[src/rtl/dfe_apb_cfg_regs_pkg.sv]
// Shared definitions for the DFE APB configuration bank: register map,
// CTRL field layout, commit FSM states and small helpers.
package dfe_apb_cfg_regs_pkg;

  localparam int unsigned ADDR_CTRL      = 32'd0;
  localparam int unsigned ADDR_COMMIT    = 32'd1;
  localparam int unsigned ADDR_COEF_BASE = 32'd2;
  localparam int unsigned ADDR_STATUS    = 32'd14;
  localparam int unsigned ADDR_ID        = 32'd15;

  localparam int CTRL_BLK_EN_LSB = 0;
  localparam int CTRL_BLK_EN_W   = 5;
  localparam int CTRL_CIC_LSB    = 9;
  localparam int CTRL_CIC_W      = 5;

  localparam logic [4:0]  CIC_LOG2_MAX  = 5'd4;
  localparam logic [31:0] ID_VALUE_DFLT = 32'hDFE0_0002;

  typedef enum logic [0:0] {
    CS_IDLE    = 1'b0,
    CS_PENDING = 1'b1
  } commit_state_t;

  function automatic logic [7:0] sat_inc8(input logic [7:0] v);
    logic [7:0] r;
    if (v == 8'hFF) r = v;
    else            r = v + 8'd1;
    return r;
  endfunction

endpackage

[src/rtl/dfe_apb_cfg_regs_apb_slave_if.sv]
// APB3 slave front end: phase decode, wait-state counter, PREADY generation
// and single-cycle write/read strobes aligned with the completing cycle.
module apb_slave_if
  import dfe_apb_cfg_regs_pkg::*;
#(
  parameter int ADDR_WIDTH  = 4,
  parameter int WAIT_STATES = 0
) (
  input  logic                  clk,
  input  logic                  rst_n,
  input  logic                  psel,
  input  logic                  penable,
  input  logic                  pwrite,
  input  logic [ADDR_WIDTH-1:0] paddr,
  output logic                  pready,
  output logic                  wr_stb,
  output logic                  rd_stb,
  output logic [ADDR_WIDTH-1:0] addr
);

  logic [2:0] wait_cnt_r;
  logic       live_r;
  logic       access_s;

  assign access_s = psel & penable;
  // live_r keeps PREADY low while reset is (or has just been) asserted
  assign pready   = access_s & live_r & (wait_cnt_r == 3'(WAIT_STATES));
  assign wr_stb   = pready & pwrite;
  assign rd_stb   = pready & ~pwrite;
  assign addr     = paddr;

  // Marks the first clock edge after reset release
  always_ff @(posedge clk or negedge rst_n) begin
    if (!rst_n) live_r <= 1'b0;
    else        live_r <= 1'b1;
  end

  // Counts stalled access cycles; an abandoned or completed transfer restarts it
  always_ff @(posedge clk or negedge rst_n) begin
    if (!rst_n)                wait_cnt_r <= 3'd0;
    else if (!psel || pready)  wait_cnt_r <= 3'd0;
    else if (access_s)         wait_cnt_r <= wait_cnt_r + 3'd1;
    else                       wait_cnt_r <= wait_cnt_r;
  end

endmodule

[src/rtl/dfe_apb_cfg_regs.sv]
// DFE configuration bank: APB-programmed shadow registers committed atomically
// to the active datapath configuration on a sample boundary.
module dfe_apb_cfg_regs
  import dfe_apb_cfg_regs_pkg::*;
#(
  parameter int          ADDR_WIDTH  = 4,
  parameter int          DATA_WIDTH  = 32,
  parameter int          N_COEF_REGS = 5,
  parameter int          WAIT_STATES = 0,
  parameter logic [31:0] ID_VALUE    = ID_VALUE_DFLT
) (
  input  logic                              PCLK,
  input  logic                              PRESETn,
  input  logic                              PSEL,
  input  logic                              PENABLE,
  input  logic                              PWRITE,
  input  logic [ADDR_WIDTH-1:0]             PADDR,
  input  logic [DATA_WIDTH-1:0]             PWDATA,
  output logic [DATA_WIDTH-1:0]             PRDATA,
  output logic                              PREADY,
  output logic                              PSLVERR,
  input  logic                              sample_tick,
  output logic [4:0]                        blk_en,
  output logic [4:0]                        cic_decim_log2,
  output logic [N_COEF_REGS*DATA_WIDTH-1:0] coef_bus,
  output logic                              commit_pending,
  output logic                              cfg_updated
);

  logic                                   pready_s, wr_stb_s, rd_stb_s;
  logic [ADDR_WIDTH-1:0]                  addr_s;
  logic [31:0]                            addr_u_s;
  logic                                   mapped_s, err_s, wr_en_s, commit_wr_s, apply_s;
  logic [N_COEF_REGS-1:0]                 coef_hit_s;
  logic [DATA_WIDTH-1:0]                  coef_rd_s, rdata_s;
  logic [CTRL_BLK_EN_W-1:0]               blk_en_sh_r, blk_en_act_r;
  logic [CTRL_CIC_W-1:0]                  cic_sh_r, cic_act_r;
  logic [N_COEF_REGS-1:0][DATA_WIDTH-1:0] coef_sh_r, coef_act_r;
  logic [7:0]                             err_cnt_r;
  logic                                   cfg_updated_r;
  commit_state_t                          state_r, state_nxt_s;

  apb_slave_if #(
    .ADDR_WIDTH  (ADDR_WIDTH),
    .WAIT_STATES (WAIT_STATES)
  ) u_apb (
    .clk     (PCLK),
    .rst_n   (PRESETn),
    .psel    (PSEL),
    .penable (PENABLE),
    .pwrite  (PWRITE),
    .paddr   (PADDR),
    .pready  (pready_s),
    .wr_stb  (wr_stb_s),
    .rd_stb  (rd_stb_s),
    .addr    (addr_s)
  );

  assign addr_u_s = 32'(addr_s);

  // Coefficient window hit vector and shadow readback select
  always_comb begin
    coef_hit_s = '0;
    coef_rd_s  = '0;
    for (int k = 0; k < N_COEF_REGS; k++) begin
      coef_hit_s[k] = (addr_u_s == ADDR_COEF_BASE + 32'(k));
      coef_rd_s     = coef_rd_s | (coef_sh_r[k] & {DATA_WIDTH{coef_hit_s[k]}});
    end
  end

  // Address map check and PSLVERR conditions
  always_comb begin
    mapped_s = 1'b0;
    err_s    = 1'b0;
    case (addr_u_s)
      ADDR_CTRL, ADDR_COMMIT, ADDR_STATUS, ADDR_ID: mapped_s = 1'b1;
      default:                                      mapped_s = |coef_hit_s;
    endcase
    if (!mapped_s)
      err_s = 1'b1;
    else if (PWRITE && ((addr_u_s == ADDR_STATUS) || (addr_u_s == ADDR_ID)))
      err_s = 1'b1;
    else if (PWRITE && (addr_u_s == ADDR_CTRL) &&
             (PWDATA[CTRL_CIC_LSB +: CTRL_CIC_W] > CIC_LOG2_MAX))
      err_s = 1'b1;
    else
      err_s = 1'b0;
  end

  assign wr_en_s     = wr_stb_s & ~err_s;
  assign commit_wr_s = wr_en_s & (addr_u_s == ADDR_COMMIT) & PWDATA[0];

  // Shadow bank: written only by an error-free completing APB write
  always_ff @(posedge PCLK or negedge PRESETn) begin
    if (!PRESETn) begin
      blk_en_sh_r <= '0;
      cic_sh_r    <= '0;
      coef_sh_r   <= '0;
    end else if (wr_en_s) begin
      if (addr_u_s == ADDR_CTRL) begin
        blk_en_sh_r <= PWDATA[CTRL_BLK_EN_LSB +: CTRL_BLK_EN_W];
        cic_sh_r    <= PWDATA[CTRL_CIC_LSB +: CTRL_CIC_W];
      end
      for (int k = 0; k < N_COEF_REGS; k++) begin
        if (coef_hit_s[k]) coef_sh_r[k] <= PWDATA;
      end
    end
  end

  // Commit FSM state register
  always_ff @(posedge PCLK or negedge PRESETn) begin
    if (!PRESETn) state_r <= CS_IDLE;
    else          state_r <= state_nxt_s;
  end

  // Commit FSM next state; a commit requested on a tick waits for the next tick
  always_comb begin
    state_nxt_s = state_r;
    apply_s     = 1'b0;
    case (state_r)
      CS_IDLE: begin
        if (commit_wr_s) state_nxt_s = CS_PENDING;
        else             state_nxt_s = CS_IDLE;
      end
      CS_PENDING: begin
        if (sample_tick) begin
          state_nxt_s = CS_IDLE;
          apply_s     = 1'b1;
        end else begin
          state_nxt_s = CS_PENDING;
        end
      end
      default: state_nxt_s = CS_IDLE;
    endcase
  end

  // Active bank: all fields copied from pre-edge shadow on the same edge
  always_ff @(posedge PCLK or negedge PRESETn) begin
    if (!PRESETn) begin
      blk_en_act_r  <= '0;
      cic_act_r     <= '0;
      coef_act_r    <= '0;
      cfg_updated_r <= 1'b0;
    end else begin
      cfg_updated_r <= apply_s;
      if (apply_s) begin
        blk_en_act_r <= blk_en_sh_r;
        cic_act_r    <= cic_sh_r;
        coef_act_r   <= coef_sh_r;
      end
    end
  end

  // Saturating count of PSLVERR responses
  always_ff @(posedge PCLK or negedge PRESETn) begin
    if (!PRESETn)               err_cnt_r <= 8'd0;
    else if (pready_s && err_s) err_cnt_r <= sat_inc8(err_cnt_r);
    else                        err_cnt_r <= err_cnt_r;
  end

  // Readback mux over shadow contents and status
  always_comb begin
    rdata_s = '0;
    case (addr_u_s)
      ADDR_CTRL: begin
        rdata_s[CTRL_BLK_EN_LSB +: CTRL_BLK_EN_W] = blk_en_sh_r;
        rdata_s[CTRL_CIC_LSB +: CTRL_CIC_W]       = cic_sh_r;
      end
      ADDR_COMMIT: rdata_s[0] = (state_r == CS_PENDING);
      ADDR_STATUS: begin
        rdata_s[15:8] = err_cnt_r;
        rdata_s[0]    = (state_r == CS_PENDING);
      end
      ADDR_ID: rdata_s = DATA_WIDTH'(ID_VALUE);
      default: rdata_s = coef_rd_s;
    endcase
  end

  assign PREADY         = pready_s;
  assign PSLVERR        = pready_s & err_s;
  assign PRDATA         = (rd_stb_s && !err_s) ? rdata_s : '0;
  assign blk_en         = blk_en_act_r;
  assign cic_decim_log2 = cic_act_r;
  assign coef_bus       = coef_act_r;
  assign commit_pending = (state_r == CS_PENDING);
  assign cfg_updated    = cfg_updated_r;

endmodule

[config.mk]
export PLATFORM = sky130hd
export DESIGN_NAME = dfe_apb_cfg_regs
export DESIGN_NICKNAME = d
export VERILOG_FILES = /design/src/rtl/dfe_apb_cfg_regs_pkg.sv /design/src/rtl/dfe_apb_cfg_regs_apb_slave_if.sv /design/src/rtl/dfe_apb_cfg_regs.sv
export SDC_FILE = /design/constraint.sdc
export NUM_CORES = 1
export LEC_CHECK = 0
export CAP_MARGIN = 20
export CORE_MARGIN = 4
export CORE_UTILIZATION = 57
export DETAILED_ROUTE_END_ITERATION = 10
export HOLD_SLACK_MARGIN = 0.08
export PLACE_DENSITY = 0.85
export SYNTH_ARGS = -nofsm -noshare
export SYNTH_HDL_FRONTEND = slang
export SYNTH_SLANG_ARGS = --single-unit
[constraint.sdc]
create_clock -name PCLK -period 5 [get_ports PCLK]
set_input_delay 0.75 -clock PCLK [delete_from_list [all_inputs] [get_ports PCLK]]
set_output_delay 0.75 -clock PCLK [all_outputs]
set_load 0.02 [all_outputs]
==> results.ini, run 1 <==
[run_status]
status = complete, no violations

[flow_run]
cap_violations = 0

[floorplan]
ios = 248
chipHeight_microns = 169
die_area_sq_um = 28700
fp.coreArea_sq_um = 25400
chipWidth_microns = 169
rows = 58
start_util = 0.584

[sta]
setup_slack_ns = 0.651
finClkSkew_ns = 0.0225
fin_crit_sh = 0.870
maxSlewHeadroom = 0.245
hold_slack_ns = 0.277
clock.fmax_mhz = 230
rsz0062_at_grt = false
fin_crit_ns = 4.35
finalHoldViolCount = 0
finalMaxSlewViolations = 0
worst_pin_slew_ns = 1.13
setup_violations = 0
fin_tns_setup_ns = 0

[drt]
drc = 0
wl_met2_mm = 19.0
drtAntennaViolNets = 0
avgViaCountPerCell = 5.94
drt-pass1-iter-count = 5
met1Wirelength_mm = 16.1
drtIter0Drc = 601
dr_wl_met3_mm = 2.65
wl_mm = 38.9
wire_per_inst_microns = 23.4
top_layer_used = met4
via_count = 9863

[worst_setup_path]
crit_fanout = 18
cpMostUsedCell = nor2_1
cp.arrival_ns = 3.60
crit_chain = clkdlybuf4s50_1, buf_4, nor2_1, buf_4, nor2_1, nor2_1, o21ai_1, a21oi_1, clkdlybuf4s50_1
cp.required_ns = 4.25
worst_setup_path_start_kind = primary input
crit_buf_inv = 4
crit_type = primary input to output pin
slowest_delay_ns = 0.86
slowest_stage = o21ai_1
endpoint_kind = output pin
critical_path.top_delay_family = buffers and inverters

[yosys]
synth_seq_cells = 354
synth_cell_type_count = 46
synth-edff-count = 0
ys.flop_type = dfrtp_1
synthTopCellsByCount = dfrtp_1, mux2_2, nand2_1
syn_area_sq_um = 14800
async_reset_ff_frac = 1.00
synth_top_area_share = 0.597
ys_top_cells_by_area = dfrtp_1, mux2_2, mux2i_1
ys.warnings.count = 0
postSynthAreaPerCell_sq_um = 14.2
yosysTopAreaCell = dfrtp_1
yosysMostFrequentCell = dfrtp_1
synth-seq-area-share = 0.597
syn-num-nets = 1093
syn_inst = 1048

[placed_design]
io_buffers = 247
dp_hpwl_mm = 25.9
gp_congestion = 0.819
placed_area_sq_um = 17800
post-place-ws_ns = 0.743

[global_route]
grtUsageTotal = 0.275
gr-total-overflow = 0
grt_pass1_wl_mm = 61.6
grt_max_degree = 117
grt_antenna_before_repair = 1
grt_pass1_vias = 10600

[clock_network]
worstSkewPairLatency_ns = 0.52
htreeDepth = 2
cts_tree = built
cts-root-buf = clkbuf_16
hold_buffers = 0
cts_setup_buffers = 0
cts.sinks = 354
numCtsBuffers = 37
cts_resized = 0
clockBufferDepth = 3
clk_pin_slew_ns = 0.05

[layout]
stdcell_area_sq_um = 18900
drive_gt1_frac = 0.336
fillers = 1624
syn_to_final_growth_pct = 27.7
multi_input_area_sq_um = 5720
seqCellArea_sq_um = 8860
final_nets = 1350

[worst_hold_path]
hold_path_class = primary input to async pin

[pwr]
irDropWorstVdd_v = 0.000250
total_leakage_power_uw = 0.00908
totalPowerFinal_uw = 6130
power.density_nw_per_um2 = 324

## where the power goes
group	internal, uW	switching [uW]	leakage [uW]
Sequential	2990	101	0.00489
Combinational	192	220	0.00360
Clock	1550	1080	0.000583
Total	4740	1400	0.00908
## cell type report
cell class / instances / share of cell area
inverter: 8 / 0.00159
clock buffer: 57 / 0.0598
multi-input combinational: 626 / 0.302
sequential: 354 / 0.468
timing repair buffer: 278 / 0.145
tap: 330 / 0.0218
clock inverter: 6 / 0.00218
antenna: 1 / 0.000132
## path summary, 6_finish.rpt
| path | from | to | slack (ns) | cells past startpoint |
|---|---|---|---|---|
| worst max-delay path | PADDR[3] | PRDATA[1] | 0.65 | 9 |
| worst min-delay path | PRESETn | coef_bus[2]$_DFFE_PN0P_ | 0.28 | 1 |
| worst max register to register | u_apb.wait_cnt_r[0]$_DFFE_PN0P_ | coef_sh_r[50]$_DFFE_PN0P_ | 1.99 | 9 |
| worst min register to register | coef_bus[23]$_DFFE_PN0P_ | coef_bus[23]$_DFFE_PN0P_ | 0.50 | 1 |
| max in group asynchronous | PRESETn | coef_sh_r[118]$_DFFE_PN0P_ | 3.51 | 2 |
| min in group PCLK | coef_bus[23]$_DFFE_PN0P_ | coef_bus[23]$_DFFE_PN0P_ | 0.50 | 1 |
## stage by stage
stage	std cells	util
2_1_floorplan	1048	-
3_3_place_gp	1596	0.699
3_5_place_dp	1596	0.699
4_1_cts	1659	0.745
5_1_grt	1660	0.746
6_report	1660	0.746
## cell families after synthesis
logic type | after synthesis | share of synthesized area
AOI/OAI and AO/OA | 118 | 0.0530
xor gates and xnor gates | 4 | 0.00236
adders and majority gates | 3 | 0.00253
buffers and inverters | 68 | 0.0195
DFF | 354 | 0.597
muxes | 375 | 0.282
other | 1 | 0.000253
and+or+nand+nor | 125 | 0.0428
## cell usage in the layout, fill, tap and decap left out, types with 2 or more instances in the layout
cell type / synthesis / routed
dfrtp_1: 354 / 354
mux2_2: 343 / 343
clkdlybuf4s50_1: 0 / 244
nand2_1: 53 / 52
clkbuf_16: 0 / 38
mux2i_1: 30 / 30
a22oi_1: 29 / 29
buf_4: 0 / 29
a21oi_1: 28 / 28
nor2_1: 27 / 26
o21ai_0: 23 / 21
a221oi_1: 18 / 18
clkbuf_8: 0 / 11
nand3_1: 12 / 8
clkbuf_1: 34 / 8
inv_1: 7 / 7
a31oi_1: 6 / 6
and3_1: 6 / 5
clkinv_2: 0 / 5
nand3_2: 0 / 4
xnor2_1: 4 / 4
nand2b_1: 3 / 3
a211oi_1: 3 / 3
and2b_1: 3 / 3
nor2b_1: 3 / 3
o2bb2ai_1: 3 / 3
nand4_1: 3 / 3
and2_1: 3 / 3
ha_1: 3 / 3
buf_12: 0 / 3
o21ai_1: 0 / 2
nor4_4: 2 / 2
o2111ai_1: 2 / 2
o22ai_1: 2 / 2
mux2_1: 2 / 2
## metal layers
layer  up-vias  global-route usage
met5         -                   0
met4         0              0.0914
met3        81              0.0582
met2       379               0.449
met1      5085               0.371
li1       4318                   -
## sequential cells by signal, indices dropped and copies added, names as in the netlist
name	flops
blk_en	5
commit_pending	1
u_apb.wait_cnt_r	3
blk_en_sh_r	5
cfg_updated	1
cic_decim_log2	5
coef_sh_r	160
err_cnt_r	8
u_apb.live_r	1
cic_sh_r	5
coef_bus	160
(Power assumes the default switching activity.)
==> inputs of run 2 (changes only) <==
CTS_CLUSTER_DIAMETER = 150   (was not set)
REMOVE_ABC_BUFFERS = 1   (was not set)
==> run 2 against run 1 <==
Wire length up 0.95%. First-iteration DRC count up 26%. Worst setup slack worse by 0.26 ns. Critical path type unchanged.
==> results.ini, run 2 (synthesis gave the netlist of run 1 again) <==
[drt]
via_count = 9815  ; -0.49%
drt-pass1-iter-count = 5  ; unchanged
wire_per_inst_microns = 23.7  ; +1.0%
avgViaCountPerCell = 5.92  ; -0.43%
drc = 0  ; unchanged
wl_mm = 39.3  ; +0.95%
drtAntennaViolNets = 0  ; unchanged
drtIter0Drc = 756  ; +26%

[worst_setup_path]
slowest_delay_ns = 0.86  ; about the same
cpMostUsedCell = clkdlybuf4s50_1
crit_type = primary input to output pin
reg2reg_to = coef_sh_r[49]$_DFFE_PN0P_
crit_buf_inv = 3  ; -1
slowest_stage = clkdlybuf4s50_1
critical_path.top_delay_family = buffers and inverters
reg2reg_depth = 9  ; unchanged
rrSetupSlack_ns = 2.00  ; about the same
crit_chain = clkdlybuf4s50_1, buf_4, nand2b_4, nor2_1, o2bb2ai_1, a221oi_1, a21oi_1, clkdlybuf4s50_1
cp.arrival_ns = 3.86  ; +0.26 ns
cp.required_ns = 4.25  ; about the same
worst_setup_path_start_kind = primary input
r2r_start = u_apb.wait_cnt_r[0]$_DFFE_PN0P_
endpoint_kind = output pin
crit_fanout = 12  ; -6

[floorplan]
chipHeight_microns = 169  ; unchanged
ios = 248  ; unchanged
fp.coreArea_sq_um = 25400  ; unchanged
rows = 58  ; unchanged
start_util = 0.584  ; unchanged
die_area_sq_um = 28700  ; unchanged
chipWidth_microns = 169  ; unchanged

[sta]
fin_tns_setup_ns = 0  ; unchanged
maxSlewHeadroom = 0.384  ; +0.139
rsz0062_at_grt = false
finalHoldViolCount = 0  ; unchanged
fin_crit_ns = 4.61  ; +0.262 ns
worst_pin_slew_ns = 0.924  ; -0.202 ns
clock.fmax_mhz = 217  ; -5.7%
finalMaxSlewViolations = 0  ; unchanged
setup_slack_ns = 0.388  ; -0.262 ns
fin_crit_sh = 0.922  ; +0.0525
setup_violations = 0  ; unchanged
finClkSkew_ns = 0.0126  ; -0.00985 ns

[global_route]
grt_pass1_vias = 10500  ; -0.70%
grt_max_degree = 119  ; +1.7%
grt_antenna_before_repair = 1  ; unchanged
grtUsageTotal = 0.274  ; -0.000809
gr-total-overflow = 0  ; unchanged
grt_pass1_wl_mm = 61.4  ; -0.29%

[layout]
drive_gt1_frac = 0.337  ; +0.000752
utilization = 0.748  ; +0.00271
final_nets = 1348  ; -0.15%
final_cell_mix = dfrtp_1, mux2_2, clkdlybuf4s50_1
diodes = 0  ; -1
final_common_cell = dfrtp_1
syn_to_final_growth_pct = 28.2
stdcell_area_sq_um = 19000  ; +0.36%

[clock_network]
clockBufferDepth = 3  ; unchanged
cts-root-buf = clkbuf_16
hold_buffers = 0  ; unchanged
worstSkewPairLatency_ns = 0.52  ; about the same
htreeDepth = 2  ; unchanged
cts_setup_buffers = 0  ; unchanged
cts_tree = built
cts.sinks = 354  ; unchanged
numCtsBuffers = 37  ; unchanged
clk_pin_slew_ns = 0.06  ; about the same
cts_resized = 0  ; unchanged

[placed_design]
dp_hpwl_mm = 25.4  ; -2.1%
io_buffers = 247  ; unchanged
post-place-ws_ns = 0.520  ; -0.223 ns
placed_area_sq_um = 17700  ; about the same
gp_congestion = 0.830  ; +1.3%

[pwr]
totalPowerFinal_uw = 6320  ; +3.1%
total_leakage_power_uw = 0.00911  ; +0.33%
irDropWorstVdd_v = 0.000292  ; +17%
power.density_nw_per_um2 = 333  ; +2.8%

[worst_hold_path]
hold_path_class = primary input to async pin

[run_status]
status = complete, no violations

[flow_run]
cap_violations = 0  ; unchanged

## run 2: where the power goes
part / leakage, uW / internal (uW) / total, uW / switching [uW]
clock: 0.000621 / 1720 / 2820 / 1100
sequential: 0.00489 / 2990 / 3090 / 104
combinational: 0.00360 / 191 / 412 / 220
## run 2: worst max-delay path by stage
stage / start / endpoint / slack, ns / depth (start not counted)
3_3_place_gp: PADDR[1] / PRDATA[1] / 0.59 / 8
6_report: PADDR[1] / PRDATA[13] / 0.39 / 8
4_1_cts: PADDR[1] / PRDATA[13] / 0.48 / 8
3_5_place_dp: PADDR[1] / PRDATA[15] / 0.52 / 7
2_1_floorplan: sample_tick / blk_en[0]$_DFFE_PN0P_ / 0.01 / 2
5_1_grt: PADDR[1] / PRDATA[13] / 0.29 / 8
## run 2: through the flow
| stage | std cells | hold WS, ns |
|---|---|---|
| 3_3_place_gp | 1593 | 0.487 |
| 6_report | 1659 | 0.303 |
| 2_1_floorplan | 988 | 0.454 |
| 4_1_cts | 1659 | 0.346 |
| 5_1_grt | 1659 | 0.372 |
| 3_5_place_dp | 1594 | 0.492 |
## run 2: final cells by class
| cell class | count | area [sq um] |
|---|---|---|
| Fill cell | 1656 | 6390 |
| Tap cell | 330 | 413 |
| Inverter | 8 | 30.0 |
| Sequential cell | 354 | 8860 |
| Timing Repair Buffer | 276 | 2730 |
| Clock inverter | 13 | 171 |
| Multi-Input combinational cell | 626 | 5720 |
| Clock buffer | 52 | 1080 |
## run 2: worst reg2reg max path, stage by stage (launching register included)
cell and delay (ns):
dfrtp_1 0.38, inv_1 0.10, ha_1 0.17, nand3b_1 0.12, or2_1 0.31, inv_1 0.13
and2_1 0.26, nand3_2 0.60, buf_4 0.50, mux2_2 0.32
## run 2: routing by layer
metal,global-route usage,up-vias,wire [microns]
met5,0,-,7
met4,0.0742,2,837
met3,0.0559,76,2400
met1,0.372,5109,16500
li1,-,4310,-
met2,0.455,318,19500
==> inputs of run 3 (changes only) <==
CORE_UTILIZATION = 50   (was 57)
CTS_BUF_LIST = sky130_fd_sc_hd__clkbuf_8   (was not set)
PLACE_DENSITY = 0.79   (was 0.85)
clock period = 4.1 ns   (was 5 ns; I/O delays follow)
==> run 3 against run 2 <==
Wire length decreased by 1.6%. Sequential share of layout area increased by 0.052 points. Flip-flop and latch count unchanged. Clock power decreased by 1%. First-iteration DRC count decreased by 9.0%. Register-to-register slack got worse by 0.70 ns. Core utilization decreased by 9.4 points. Cell count increased by 5.9%. Combinational power increased by 23%. Count of clock-buffer cells in the layout increased by 16. Worst setup slack got worse by 0.15 ns. Total power increased by 12%.
==> results.ini, run 3 (synthesis gave the netlist of run 1 again) <==
[pwr]
totalPowerFinal_uw = 7060  ; +12%
total_leakage_power_uw = 0.00919  ; +0.93%
power.density_nw_per_um2 = 372  ; +12%
irDropWorstVdd_v = 0.000284  ; -2.6%

[placed_design]
dp_hpwl_mm = 25.5  ; +0.59%
dp.cells = 1660  ; +4.1%
post-place-ws_ns = 0.259  ; -0.261 ns
gp_congestion = 0.849  ; +2.4%
io_buffers = 247  ; unchanged
placed_area_sq_um = 17900  ; +1.0%

[sta]
finClkSkew_ns = 0.0222  ; +0.00958 ns
setup_violations = 0  ; unchanged
worst_pin_slew_ns = 0.983  ; +0.0591 ns
fin_crit_ns = 3.86
finalHoldViolCount = 0  ; unchanged
rsz0062_at_grt = false
setup_slack_ns = 0.243  ; -0.145 ns
maxSlewHeadroom = 0.345  ; -0.0394
hold_slack_ns = 0.144  ; -0.158 ns
clock.fmax_mhz = 259
finalMaxSlewViolations = 0  ; unchanged
fin_crit_sh = 0.941

[layout]
final_common_cell = dfrtp_1
diodes = 0  ; unchanged
drive_gt1_frac = 0.346  ; +0.00886
stdcell_area_sq_um = 19000  ; -0.11%
final_nets = 1380  ; +2.4%
syn_to_final_growth_pct = 28.0
layoutNonFillerInstCount = 1757  ; +5.9%
final_cell_mix = dfrtp_1, mux2_2, clkdlybuf4s50_1

[clock_network]
cts_setup_buffers = 0  ; unchanged
cts_tree = built
hold_buffers = 0  ; unchanged
clk_pin_slew_ns = 0.06  ; about the same
numCtsBuffers = 56  ; +51%
htreeDepth = 2  ; unchanged
worstSkewPairLatency_ns = 0.58  ; +0.06 ns
clockBufferDepth = 3  ; unchanged
cts.sinks = 354  ; unchanged
cts-root-buf = clkbuf_8

[worst_setup_path]
crit_cells = 9  ; +1
r2r_start = u_apb.wait_cnt_r[0]$_DFFE_PN0P_
cp.required_ns = 3.48  ; -0.77 ns
slowest_stage = clkdlybuf4s50_1
cp.arrival_ns = 3.24  ; -0.62 ns
critical_path.top_delay_family = buffers and inverters
slowest_delay_ns = 0.68  ; -0.18 ns
crit_buf_inv = 3  ; unchanged
crit_fanout = 11  ; -1
crit_type = flip-flop to output pin
worst_setup_path_start_kind = flip-flop
endpoint_kind = output pin
crit_chain = inv_1, ha_1, nand3b_1, or2_1, nor2_2, o21ai_1, buf_4, a31oi_1, clkdlybuf4s50_1
reg2reg_depth = 9  ; unchanged
startpoint = u_apb.wait_cnt_r[0]$_DFFE_PN0P_

[global_route]
grt_max_degree = 127  ; +6.7%
top_usage_layer = met2
grt_pass1_wl_mm = 61.1  ; -0.50%
grt_pass1_vias = 10500  ; -0.35%
met3_usage = 0.0579  ; +0.00203
grtUsageTotal = 0.235  ; -0.0383
gr-total-overflow = 0  ; unchanged
use_met1 = 0.325  ; -0.0480
globalRouteMet2Util = 0.376  ; -0.0791
grt_antenna_before_repair = 0  ; -1

[worst_hold_path]
hold_path_class = primary input to async pin

[drt]
drc = 0  ; unchanged
via_count = 9889  ; +0.75%
drtAntennaViolNets = 0  ; unchanged
drtIter0Drc = 688  ; -9.0%
avgViaCountPerCell = 5.63  ; -4.9%
wire_per_inst_microns = 22.0  ; -7.1%
drt-pass1-iter-count = 5  ; unchanged
wl_mm = 38.7  ; -1.6%

[floorplan]
ios = 248  ; unchanged
start_util = 0.511  ; -0.0727
rows = 62  ; +6.9%
die_area_sq_um = 32500  ; +13%
chipHeight_microns = 180  ; +6.5%
fp.coreArea_sq_um = 29000  ; +14%
chipWidth_microns = 180  ; +6.5%

[run_status]
status = complete, no violations

[flow_run]
cap_violations = 0  ; unchanged

## run 3: final cells by class
cell class                      count  area, sq um
Clock buffer                       68          936
Clock inverter                     28          108
Fill cell                        2188        10000
Inverter                            8         30.0
Multi-Input combinational cell    626         5720
Sequential cell                   354         8860
Tap cell                          384          480
Timing Repair Buffer              289         2850
## run 3: report_power, final
group / internal (uW) / leakage [uW] / total (uW) / switching [uW]
registers: 3650 / 0.00489 / 3770 / 120
logic: 240 / 0.00367 / 508 / 268
clock network: 1480 / 0.000635 / 2780 / 1300
## run 3: worst reg2reg max path, stage by stage, from the launching register on
cell and delay [ns]:
dfrtp_1 0.38, inv_1 0.09, ha_1 0.17, nand3b_1 0.12, or2_1 0.33, inv_1 0.18, and2_1 0.27, nand3_2 0.35
buf_4 0.43, mux2_2 0.36
## run 3: layer usage
layer | wire length [microns] | part of all wire
met2 | 18200 | 0.47
met1 | 17000 | 0.44
met5 | 0 | 0
met4 | 905 | 0.023
met3 | 2580 | 0.067
## run 3: worst paths after layout
path | to | slack, ns
hold reg to reg | coef_bus[144]$_DFFE_PN0P_ | 0.50
hold / removal | coef_bus[28]$_DFFE_PN0P_ | 0.14
min in group PCLK | coef_bus[144]$_DFFE_PN0P_ | 0.50
max in group asynchronous | coef_bus[39]$_DFFE_PN0P_ | 2.98
setup reg to reg | coef_sh_r[57]$_DFFE_PN0P_ | 1.30
setup / recovery | PRDATA[14] | 0.24
## run 3: per-stage QoR
step	util	TNS (ns)
6_report	0.654	0
5_1_grt	0.654	0
4_1_cts	0.654	0
3_5_place_dp	0.618	0
3_3_place_gp	0.618	0
2_1_floorplan	-	-128.36
## run 3: timing repair
item	in CTS	in global routing
setup endpoints to repair	0	2
hold endpoints to repair	0	0
gates resized for setup	0	2
